File: config.mk
export PLATFORM = sky130hd
export DESIGN_NAME = contar_bombas
export DESIGN_NICKNAME = d
export VERILOG_FILES = /design/src/rtl/contar_bombas.sv
export SDC_FILE = /design/constraint.sdc
export NUM_CORES = 1
export LEC_CHECK = 0
export ABC_CLOCK_PERIOD_IN_PS = 1100
export BUFFER_PORTS_ARGS = -buffer_cell sky130_fd_sc_hd__buf_2
export CAP_MARGIN = 25
export CORE_AREA = 2 2 206 208
export DETAILED_ROUTE_END_ITERATION = 10
export DIE_AREA = 0 0 208 210
export HOLD_SLACK_MARGIN = 0.05
export PLACE_DENSITY = 0.77
export SLEW_MARGIN = 20
export SYNTH_ARGS = -nofsm -noshare
export SYNTH_HDL_FRONTEND = slang
export SYNTH_SLANG_ARGS = --single-unit
File: constraint.sdc
create_clock -name clk -period 1.1 [get_ports clk]
set_input_delay 0.22 -clock clk [delete_from_list [all_inputs] [get_ports clk]]
set_output_delay 0.22 -clock clk [all_outputs]
set_load 0.1 [all_outputs]
File: src/rtl/contar_bombas.sv
// contar_bombas: Minesweeper neighbour-count engine.
// Each input cell equal to BOMB is a bomb. Each output cell is BOMB for a bomb,
// or the number of bombs among its up-to-8 neighbours (0..8), registered once per clock.
// Ports:
//   clk             - system clock, rising edge
//   rst             - asynchronous active-low reset, clears the output board
//   matrizBombastic - input board  [ROWS][COLS][CELL_W]
//   matrizNumeros   - registered output board, same indexing
module contar_bombas #(
  parameter int unsigned       ROWS   = 8,
  parameter int unsigned       COLS   = 8,
  parameter int unsigned       CELL_W = 4,
  parameter logic [CELL_W-1:0] BOMB   = CELL_W'(4'hF)
) (
  input  logic                                  clk,
  input  logic                                  rst,
  input  logic [ROWS-1:0][COLS-1:0][CELL_W-1:0] matrizBombastic,
  output logic [ROWS-1:0][COLS-1:0][CELL_W-1:0] matrizNumeros
);

  // Bomb map with a one-cell border of zeros so edge cells need no bounds checks.
  localparam int unsigned PAD_ROWS = ROWS + 2;
  localparam int unsigned PAD_COLS = COLS + 2;

  logic [PAD_ROWS-1:0][PAD_COLS-1:0]     mapaBombas;
  logic [ROWS-1:0][COLS-1:0][CELL_W-1:0] siguiente;

  // Flag bombs into the padded map; the border stays empty.
  always_comb begin
    mapaBombas = '0;
    for (int i = 0; i < int'(ROWS); i++) begin
      for (int j = 0; j < int'(COLS); j++) begin
        mapaBombas[i+1][j+1] = (matrizBombastic[i][j] == BOMB);
      end
    end
  end

  // Per-cell next value: BOMB for bombs, otherwise the 3x3 window count minus the centre.
  always_comb begin
    siguiente = '0;
    for (int i = 0; i < int'(ROWS); i++) begin
      for (int j = 0; j < int'(COLS); j++) begin
        if (mapaBombas[i+1][j+1]) begin
          siguiente[i][j] = BOMB;
        end else begin
          for (int di = 0; di < 3; di++) begin
            for (int dj = 0; dj < 3; dj++) begin
              if (!(di == 1 && dj == 1)) begin
                siguiente[i][j] = siguiente[i][j] + CELL_W'(mapaBombas[i+di][j+dj]);
              end
            end
          end
        end
      end
    end
  end

  // Whole board registered on every edge; async reset clears it.
  always_ff @(posedge clk or negedge rst) begin
    if (!rst) begin
      matrizNumeros <= '0;
    end else begin
      matrizNumeros <= siguiente;
    end
  end

endmodule

==> results of run 1 <==
-- stage by stage --
stage | hold slack [ns] | setup TNS [ns] | setup slack, ns | cell area [um^2]
detailed placement | 0.0680 | -419.11 | -2.39 | 35400
floorplan | -0.0756 | -380.90 | -2.19 | 25500
global placement | 0.0681 | -397.91 | -2.17 | 35400
-- logic make-up after synthesis --
kind of cell | after synthesis | share of synthesized area [%]
DFF | 255 | 28.2
buffers and inverters | 191 | 3.20
adders and majority gates | 571 | 34.1
xor gates and xnor gates | 359 | 18.2
and+or+nand+nor | 671 | 15.5
AOI/OAI and AO/OA | 36 | 0.796
==> results.toml, run 1 <==
[clock_network]
cts_inserted_buffers = 31
cts-root-buf = "clkbuf_16"
cts_setup_buffers = 175
cts-hold-fix-buffers = 7
clockBufferDepth = 3
h-tree-depth = 1
post_cts_resized = 779
cts.sinks = 255

[logic_synthesis]
synth_ff_type = "dfrtp_1"
seq_area_frac_synth_pct = 28.2
synth_edf_count = 0
synth_common_cells = "ha_1, dfrtp_1, xnor2_1, inv_1, nand3_1"
yosysWarnings = 0
synth_top_area_share_pct = 28.2
synthMostInstantiatedCell = "ha_1"
synthTopCellsByArea = "dfrtp_1, ha_1, xnor2_1, fa_1, xnor3_1"
yosysTopAreaCell = "dfrtp_1"
syn_inst = 2083
synth_cell_types = 32
syn_avg_cell_area_um2 = 10.9
syn_area_um2 = 22600
synthArstFlopShare_pct = 100
synth_nets = 2912
ys_seq_elements = 255

[placed_design]
dp_hpwl_um = 54900
port_buffers = 513
gp_congestion = 0.856
place_inst = 3482

[outcome]
stop_error = "[ERROR DPL-0038] Utilization greater than 100%, impossible to legalize"
flow.stopped_at = "clock tree synthesis"
status = "aborted with a tool error"

[die]
start_util_pct = 54.5
pin_count = 514
die_height_um = 210
rows = 75
die_x_um = 208
==> run 2: changes to the inputs <==
--- a/config.mk
+++ b/config.mk
@@ -8,11 +8,10 @@
 export ABC_CLOCK_PERIOD_IN_PS = 1100
 export BUFFER_PORTS_ARGS = -buffer_cell sky130_fd_sc_hd__buf_2
 export CAP_MARGIN = 25
-export CORE_AREA = 2 2 206 208
+export CORE_AREA = 2 2 241 243
 export DETAILED_ROUTE_END_ITERATION = 10
-export DIE_AREA = 0 0 208 210
-export HOLD_SLACK_MARGIN = 0.05
-export PLACE_DENSITY = 0.77
+export DIE_AREA = 0 0 243 245
+export PLACE_DENSITY_LB_ADDON = 0.15
 export SLEW_MARGIN = 20
 export SYNTH_ARGS = -nofsm -noshare
 export SYNTH_HDL_FRONTEND = slang
==> run 2 against run 1 <==
Net effect: the flow now finishes, with violations (setup timing); synthesized cell count did not move; synthesized area did not move.
==> results.toml, run 2 <==
[logic_synthesis]
synth_edf_count = 0
yosysWarnings = 0
synth-xor-area-share_pct = 18.2
synthMuxAreaShare_pct = 0
synth_top_family_by_area = "adder cells"
synthTopCellsByArea = "dfrtp_1, ha_1, xnor2_1, fa_1, xnor3_1"
synthMostInstantiatedCell = "ha_1"
syn_inst = 2083
synth_compound_area_share_pct = 0.796
ys_seq_elements = 255
seq_area_frac_synth_pct = 28.2
synth_nets = 2912
synth_ff_type = "dfrtp_1"
synth_common_cells = "ha_1, dfrtp_1, xnor2_1, inv_1, nand3_1"
synthArstFlopShare_pct = 100
synth_top_area_share_pct = 28.2
syn_avg_cell_area_um2 = 10.9
yosysTopAreaCell = "dfrtp_1"
synth_fa_ha_area_share_pct = 34.1
synth-simple-area-share_pct = 15.5
synth_cell_types = 32
syn_area_um2 = 22600

[pwr]
power_density_nw_per_um2 = 861
total_power_uw = 37500
cellLeakagePower_uw = 0.0205
peakVddDrop_mv = 1.20

[outcome]
status = "complete, but fails checks"
violations = "setup timing"

[sta]
setup-violations-final = 503
min_period_over_period_pct = 254
fin_crit_ns = 2.79
hold_viol = 0
drv_slew = 0
slew_headroom_pct = 75.0
fin_ws_ns = -1.69
whs_ns = 0.0916
rsz0062_at_grt = "true"
worst_pin_slew_ns = 0.375
fmaxAchievable_mhz = 358

[worst_setup_path]
crit_fanout = 3
setup.worst_path.start_class = "input port"
crit_type = "in2reg"
cp_slowest_cell = "fa_1"
crit_required_ns = 1.53
cp_data_arrival_time_ns = 3.22
endpoint_kind = "register"
cp_cell_sequence = "buf_6 > nand4_1 > buf_6 > xnor2_4 > ha_4 > ha_4 > inv_2 > fa_1 > inv_2 > ha_4 > ha_4 > ha_4 > xnor2_4 > xnor2_2 > nand3_1 > xnor3_1 > nand2_1"
slowest_delay_ns = 0.51
critPathMostFrequentCell = "ha_4"

[detailed_routing]
drtIter0Drc = 485
wire_per_inst_um = 17.9
avgViaCountPerCell = 4.88
detail-route-antenna-nets = 0
vias = 19189
drt_pass1_iterations = 6
drt-total-wl_um = 70500
drcViolationCount = 0

[clock_network]
cts_inserted_buffers = 34
clockBufferDepth = 3
cts_tree = "built"
cts.sinks = 255
h-tree-depth = 2
cts-root-buf = "clkbuf_16"
path_clk_slew_ns = 0.06

[cells_and_area]
largestRegisters = "matrizNumeros (255)"
drive_gt1_share_pct = 61.6
antenna_cells = 0
instances_no_fill = 3932
layout_common_cells = "buf_4, ha_4, buf_12, dfrtp_1, buf_6"
syn2layout_area_growth_pct = 92.5
largest_register_ff_count = 255
final_common_cell = "buf_4"
regMostFlops = "matrizNumeros"
nets = 3972

[grt]
track_usage_pct = 22.8
grt_pass1_vias = 21858
grt_pass1_wl_um = 109000
grt.overflow.total = 0
grt_max_degree = 50
antenna_found_initial = 0

[placed_design]
place_ws_ns = -2.29
gp_congestion = 0.806
dp_hpwl_um = 49100
place_inst = 3701
port_buffers = 513

[die]
die_x_um = 243
rows = 88
core_region_area_um2 = 57000
pin_count = 514
start_util_pct = 39.7
die_height_um = 245
die_area_um2 = 59500

[job]
cap_violations = 0

[hold_path]
hold_path.class = "in2reg"
run 2: cell counts after synthesis:
No cell type changed its count.
run 2: metrics by stage:
step	utilization [%]	area, um^2	TNS [ns]
finish	76.4	43600	-314.91
global route	76.4	43600	-339.85
CTS	73.4	41900	-312.90
detailed placement	62.4	35600	-409.75
global placement	62.4	35600	-402.10
floorplan	-	25500	-380.90
run 2: final cells by class:
| type | count | area (um^2) |
|---|---|---|
| Tap cell | 765 | 957 |
| Sequential cell | 255 | 6380 |
| Inverter | 182 | 748 |
| Clock buffer | 53 | 1050 |
| Multi-Input combinational cell | 1637 | 22500 |
| Clock inverter | 7 | 90.1 |
| Timing Repair Buffer | 1033 | 11800 |
| Fill cell | 3394 | 13500 |
run 2: power breakdown:
part | switching [uW] | internal, uW | total, uW
clock network | 4480 | 6990 | 11500
registers | 645 | 10100 | 10700
logic | 8630 | 6650 | 15300
total | 13800 | 23700 | 37500
run 2: worst max-delay path, delay by kind of cell:
kind / cells / cell delay [ns]
xor gates and xnor gates: 4 / 0.70
and+or+nand+nor: 3 / 0.37
buffers and inverters: 4 / 0.35
adders and majority gates: 6 / 1.57
run 2: cells by family after synthesis:
family / count (synthesis)
AO/OA/AOI/OAI: 36
XOR/XNOR: 359
adder cells (fa/ha/maj): 571
buffers and inverters: 191
flip-flops: 255
AND/OR/NAND/NOR: 671
run 2: worst paths after layout:
| path | start | to | slack [ns] | depth (start not counted) |
|---|---|---|---|---|
| setup / recovery | matrizBombastic[170] | matrizNumeros[207]$_DFF_PN0_ | -1.69 | 17 |
| hold / removal | matrizBombastic[192] | matrizNumeros[193]$_DFF_PN0_ | 0.09 | 4 |
| max in group asynchronous | rst | matrizNumeros[250]$_DFF_PN0_ | 0.32 | 4 |
| min in group asynchronous | rst | matrizNumeros[3]$_DFF_PN0_ | 0.13 | 2 |
run 2: what timing repair did:
| item | CTS | global route |
|---|---|---|
| hold endpoints to repair | 248 | 0 |
| gates cloned | 0 | 0 |
| gates resized for setup | 684 | 233 |
| pin swaps | 504 | 308 |
| endpoints found under the setup margin | 499 | 504 |
| hold buffers | 1 | 0 |
| setup buffers | 119 | 80 |
run 2: routing by layer:
metal | global-route usage [%] | up-vias | wire, um
li1 | - | 9212 | -
met1 | 24.1 | 9458 | 25300
met2 | 45.5 | 408 | 40100
met3 | 4.29 | 111 | 3400
met4 | 6.28 | 0 | 1650
met5 | 0 | - | 0
Note: power is estimated with default switching activity, not from simulation.
==> run 3: changes to the inputs <==
--- a/config.mk
+++ b/config.mk
@@ -12,6 +12,7 @@
 export DETAILED_ROUTE_END_ITERATION = 10
 export DIE_AREA = 0 0 243 245
 export PLACE_DENSITY_LB_ADDON = 0.15
+export SKIP_LAST_GASP = 1
 export SLEW_MARGIN = 20
 export SYNTH_ARGS = -nofsm -noshare
 export SYNTH_HDL_FRONTEND = slang
==> constraint.sdc (replaced) <==
create_clock -name clk -period 1.1 [get_ports clk]
set_input_delay 0.22 -clock clk [delete_from_list [all_inputs] [get_ports clk]]
set_output_delay 0.22 -clock clk [all_outputs]
set_load 0.01 [all_outputs]
==> run 3 against run 2 <==
Net effect: the run still ends with setup timing left; clock power up 7%; fmax down 0.41%; via count down 3.4%; worst hold slack worse by 0.025 ns.
==> results.toml, run 3 (synthesized netlist as in run 2, its figures left out) <==
[outcome]
status = "complete, but fails checks"
violations = "setup timing"

[clock_network]
cts_inserted_buffers = 34
cts_tree = "built"
clockBufferDepth = 3
cts.sinks = 255
cts-root-buf = "clkbuf_16"
path_clk_slew_ns = 0.06
h-tree-depth = 2

[sta]
slew_headroom_pct = 72.5
fin_ws_ns = -1.70
fin_crit_ns = 2.80
drv_slew = 0
hold_viol = 0
rsz0062_at_grt = "true"
fmaxAchievable_mhz = 357
worst_pin_slew_ns = 0.413
setup-violations-final = 502
min_period_over_period_pct = 255

[worst_setup_path]
crit_required_ns = 1.53
endpoint_kind = "register"
setup.worst_path.start_class = "input port"
crit_fanout = 4
crit_type = "in2reg"
cp-startpoint = "matrizBombastic[147]"
cp_data_arrival_time_ns = 3.23

[placed_design]
dp_hpwl_um = 46700
port_buffers = 513
gp_congestion = 0.815

[detailed_routing]
drt_pass1_iterations = 4
routed.top_layer = "met4"
drcViolationCount = 0
detail-route-antenna-nets = 0
drt-total-wl_um = 62800
drtIter0Drc = 387
wire_per_inst_um = 16.1
avgViaCountPerCell = 4.76
vias = 18537
wl_met2_um = 34400
wl_met3_um = 3310
wl_met1_um = 23600

[die]
pin_count = 514
core_region_area_um2 = 57000
start_util_pct = 39.7
rows = 88
die_area_um2 = 59500
die_height_um = 245
die_x_um = 243

[cells_and_area]
num-fill-cells = 4164
syn2layout_area_growth_pct = 72.2
regMostFlops = "matrizNumeros"
drive_gt1_share_pct = 60.0
largest_register_ff_count = 255
largestRegisters = "matrizNumeros (255)"
finish.utilization_pct = 68.3
antenna_cells = 0
layout_common_cells = "buf_2, buf_4, ha_4, dfrtp_1, buf_6"
nets = 3931

[pwr]
power_density_nw_per_um2 = 776
total_power_uw = 30200
clockPowerShare_pct = 40.6
p_seq_share_pct = 34.3
intPower_uw = 22100
netSwitchingPower_uw = 8160
switching_share_pct = 27.0
peakVddDrop_mv = 1.25
p_comb_share_pct = 25.2
cellLeakagePower_uw = 0.0195

[grt]
grt_pass1_vias = 19960
grt_max_degree = 64
track_usage_pct = 20.0
grt.overflow.total = 0
grt_pass1_wl_um = 96800
antenna_found_initial = 0

[hold_path]
hold_path.class = "in2reg"
min_from = "matrizBombastic[255]"

[job]
cap_violations = 0
==> run 3: per-stage QoR <==
stage          instances  TNS (ns)  instance area, um^2  setup WS (ns)  hold slack (ns)
2_1_floorplan       2083   -379.61                25500          -2.19          -0.0756
3_3_place_gp        3693   -402.56                31700          -2.24           0.0523
3_5_place_dp        3693   -408.16                31700          -2.27           0.0497
4_1_cts             3816   -306.76                35200          -1.63           0.0279
5_1_grt             3891   -327.29                39000          -1.87           0.0710
6_report            3891   -297.53                39000          -1.70           0.0666
==> run 3: final timing paths <==
path                                                 to  slack [ns]  cells past startpoint
max                        matrizNumeros[178]$_DFF_PN0_       -1.70                     17
max in group asynchronous   matrizNumeros[30]$_DFF_PN0_        0.37                      3
min in group asynchronous   matrizNumeros[44]$_DFF_PN0_        0.09                      2
min                        matrizNumeros[253]$_DFF_PN0_        0.07                      4
==> run 3: cell type report <==
type / count / area [um^2] / share of cell area, %
Tap cell: 765 / 957 / 2.46
Sequential cell: 255 / 6380 / 16.4
Clock inverter: 15 / 234 / 0.601
Timing Repair Buffer: 992 / 7510 / 19.3
Inverter: 182 / 743 / 1.91
Multi-Input combinational cell: 1637 / 22100 / 56.8
Clock buffer: 45 / 996 / 2.56
==> run 3: metal layers <==
| layer | up-vias | global-route usage, % |
|---|---|---|
| li1 | 9100 | - |
| met1 | 9000 | 22.7 |
| met2 | 345 | 37.7 |
| met3 | 92 | 4.72 |
| met4 | 0 | 4.89 |
| met5 | - | 0 |
==> run 3: what timing repair did <==
item / CTS / global route
hold buffers: 1 / 0
setup endpoints to repair: 499 / 500
gates cloned: 0 / 2
pin swaps: 318 / 371
buffers inserted: 63 / 84
resized for setup: 285 / 527
endpoints found under the hold margin: 255 / 0
==> run 3: power by group through the flow <==
stage               sequential, uW  clock [uW]  combinational (uW)
floorplan                    10800           0                2500
global route                 10400       13000                8380
CTS                          10400       12700                6240
global placement             10500           0                5420
finish                       10400       12300                7610
detailed placement           10500           0                5520
==> run 3: worst max-delay path, stage by stage <==
cell and delay [ns]:
buf_6 0.09, nand4_1 0.20, clkinv_2 0.15, buf_12 0.15
xnor2_4 0.12, ha_4 0.27, ha_4 0.12, inv_2 0.03
fa_1 0.54, inv_2 0.06, ha_4 0.28, ha_4 0.21
ha_4 0.22, ha_4 0.16, xor2_2 0.17, xnor2_1 0.16
nand2_1 0.07
==> run 4: changes to the inputs <==
--- a/config.mk
+++ b/config.mk
@@ -5,12 +5,13 @@
 export SDC_FILE = /design/constraint.sdc
 export NUM_CORES = 1
 export LEC_CHECK = 0
+export ABC_AREA = 1
 export ABC_CLOCK_PERIOD_IN_PS = 1100
 export BUFFER_PORTS_ARGS = -buffer_cell sky130_fd_sc_hd__buf_2
 export CAP_MARGIN = 25
-export CORE_AREA = 2 2 241 243
+export CORE_AREA = 2 2 257 259
 export DETAILED_ROUTE_END_ITERATION = 10
-export DIE_AREA = 0 0 243 245
+export DIE_AREA = 0 0 259 261
 export PLACE_DENSITY_LB_ADDON = 0.15
 export SKIP_LAST_GASP = 1
 export SLEW_MARGIN = 20
==> run 4 against run 3 <==
Net effect: cell area grew 13%; die area up 14%; the flow still finishes with violations (setup timing); setup slack better by 0.070 ns; largest cell class unchanged; non-clock buffer count increased by 187; fmax is 2.6% higher.
==> results.toml, run 4 <==
[cells_and_area]
layout_common_cells = "nand2_1, buf_4, ha_4, buf_2, nand3_1"
drive_gt1_share_pct = 52.4
nets = 5308
num-fill-cells = 5042
largestRegisters = "matrizNumeros (255)"
finish.utilization_pct = 67.9
syn2layout_area_growth_pct = 71.5
final_common_cell = "nand2_1"
stdcell_area_um2 = 44200
largest_register_ff_count = 255
antenna_cells = 0
regMostFlops = "matrizNumeros"

[hold_path]
hold_path.class = "in2reg"
min_from = "matrizBombastic[236]"
min_to = "matrizNumeros[238]$_DFF_PN0_"
hold_depth = 4

[logic_synthesis]
synth_cell_types = 27
synth_nets = 4103
seq_area_frac_synth_pct = 24.8
synth_common_cells = "nand2_1, inv_1, ha_1, nand3_1, dfrtp_1"
yosysTopAreaCell = "dfrtp_1"
syn_area_um2 = 25800
synth_top_area_share_pct = 24.8
syn_avg_cell_area_um2 = 7.87
synthMostInstantiatedCell = "nand2_1"
yosysWarnings = 0
synthArstFlopShare_pct = 100
ys_seq_elements = 255
synthTopCellsByArea = "dfrtp_1, ha_1, nand2_1, nand3_1, inv_1"
syn_inst = 3274
synth_ff_type = "dfrtp_1"
synth_edf_count = 0

[worst_setup_path]
cp_slowest_cell = "fa_1"
cp_top_family = "adder cells"
cp_cell_sequence = "buf_6 > nand4_1 > buf_6 > buf_4 > nand2_1 > nand2_2 > inv_2 > ha_4 > ha_4 > inv_4 > fa_1 > inv_2 > ha_4 > ha_4 > ha_4 > inv_2 > nor3_2 > nand3_1 > nand3_1 > nand3_1"
cp_data_arrival_time_ns = 3.17
critPathMostFrequentCell = "ha_4"
crit_required_ns = 1.54
slowest_delay_ns = 0.57
endpoint_kind = "register"
cp-startpoint = "matrizBombastic[16]"
worst-path-buf-inv = 7
crit_type = "in2reg"
crit_fanout = 4
setup.worst_path.start_class = "input port"

[sta]
drv_slew = 0
setup-tns-final_ns = -305.43
fin_ws_ns = -1.63
slew_headroom_pct = 76.0
setup-violations-final = 505
fin_crit_ns = 2.73
fmaxAchievable_mhz = 366
worst_pin_slew_ns = 0.360
rsz0062_at_grt = "true"
hold_viol = 0
whs_ns = 0.0584
min_period_over_period_pct = 248

[placed_design]
gp_congestion = 0.846
port_buffers = 513
place_area_um2 = 37100
dp_hpwl_um = 57600

[job]
cap_violations = 0

[clock_network]
cts_tree = "built"
h-tree-depth = 2
cts.sinks = 255
clockBufferDepth = 3
cts-root-buf = "clkbuf_16"
path_clk_slew_ns = 0.06
cts_inserted_buffers = 35

[grt]
grt_pass1_wl_um = 123000
grt_max_degree = 36
grt.overflow.total = 0
grt_pass1_vias = 26056
track_usage_pct = 22.2
antenna_found_initial = 0

[detailed_routing]
drt-total-wl_um = 76900
drtIter0Drc = 867
drcViolationCount = 0
detail-route-antenna-nets = 0
drt_pass1_iterations = 4
avgViaCountPerCell = 4.79
vias = 25677
wire_per_inst_um = 14.3

[pwr]
peakVddDrop_mv = 0.923
total_power_uw = 30200
power_density_nw_per_um2 = 683
cellLeakagePower_uw = 0.0219

[die]
start_util_pct = 39.6
core_region_area_um2 = 65000
die_area_um2 = 67600
pin_count = 514
rows = 94
die_height_um = 261
die_x_um = 259

[outcome]
violations = "setup timing"
status = "complete, but fails checks"
run 4: changes by cell type in the layout (fill, tap and decap cells not counted), moves of 83 or more:
cell,change
nand3_1,+223
nand2_2,+119
or2_4,+100
buf_4,+144
xnor2_1,-115
inv_2,+97
nand2_1,+515
nor2_1,+83
inv_1,+232
run 4: cell type report:
type	instances	area, um^2	area share, %
clock buffers	48	955	2.16
repair buffers	1179	9210	20.8
inverters	526	2070	4.69
well taps	864	1080	2.45
flip-flops and latches	255	6380	14.4
clock inverters	12	154	0.348
multi-input cells	2482	24300	55.1
run 4: worst max path at each step:
stage                                   endpoint  slack, ns  cells after the start
floorplan           matrizNumeros[101]$_DFF_PN0_      -2.12                     15
global placement     matrizNumeros[49]$_DFF_PN0_      -2.31                     16
detailed placement   matrizNumeros[51]$_DFF_PN0_      -2.38                     20
CTS                 matrizNumeros[169]$_DFF_PN0_      -1.56                     13
global route         matrizNumeros[55]$_DFF_PN0_      -1.80                     20
finish               matrizNumeros[55]$_DFF_PN0_      -1.63                     20
run 4: worst min-delay path, stage by stage:
cell	delay, ns
buf_2	0.10
nand4_1	0.09
buf_4	0.12
nand2_1	0.04
run 4: cell families after synthesis:
kind of cell | synth area share [%]
AND/OR/NAND/NOR | 33.6
adder cells (fa/ha/maj) | 29.9
buffers and inverters | 7.89
flip-flops | 24.8
AO/OA/AOI/OAI | 1.65
XOR/XNOR | 2.11
run 4: per-stage QoR:
step,setup slack [ns],cells
final,-1.63,5366
after global routing,-1.80,5366
after CTS,-1.56,5318
after detailed placement,-2.38,5077
after global placement,-2.31,5077
after floorplan,-2.12,3274
run 4: what timing repair did:
item	in CTS	in global routing
resized for setup	537	257
endpoints found under the hold margin	262	0
setup endpoints to repair	504	506
hold buffers	5	0
setup buffers	213	70
pin swaps	455	322
run 4: power by group:
part | total, uW | internal, uW | switching, uW
logic | 8360 | 4550 | 3810
clock network | 11500 | 6780 | 4680
registers | 10300 | 10100 | 247
total | 30200 | 21400 | 8740
run 4: layer usage:
layer | share of wire (%) | track usage (%) | vias up
met4 | 2.4 | 5.80 | 0
met2 | 52 | 42.1 | 461
li1 | - | - | 13156
met5 | 0 | 0 | -
met1 | 41 | 25.7 | 11951
met3 | 4.5 | 3.60 | 109
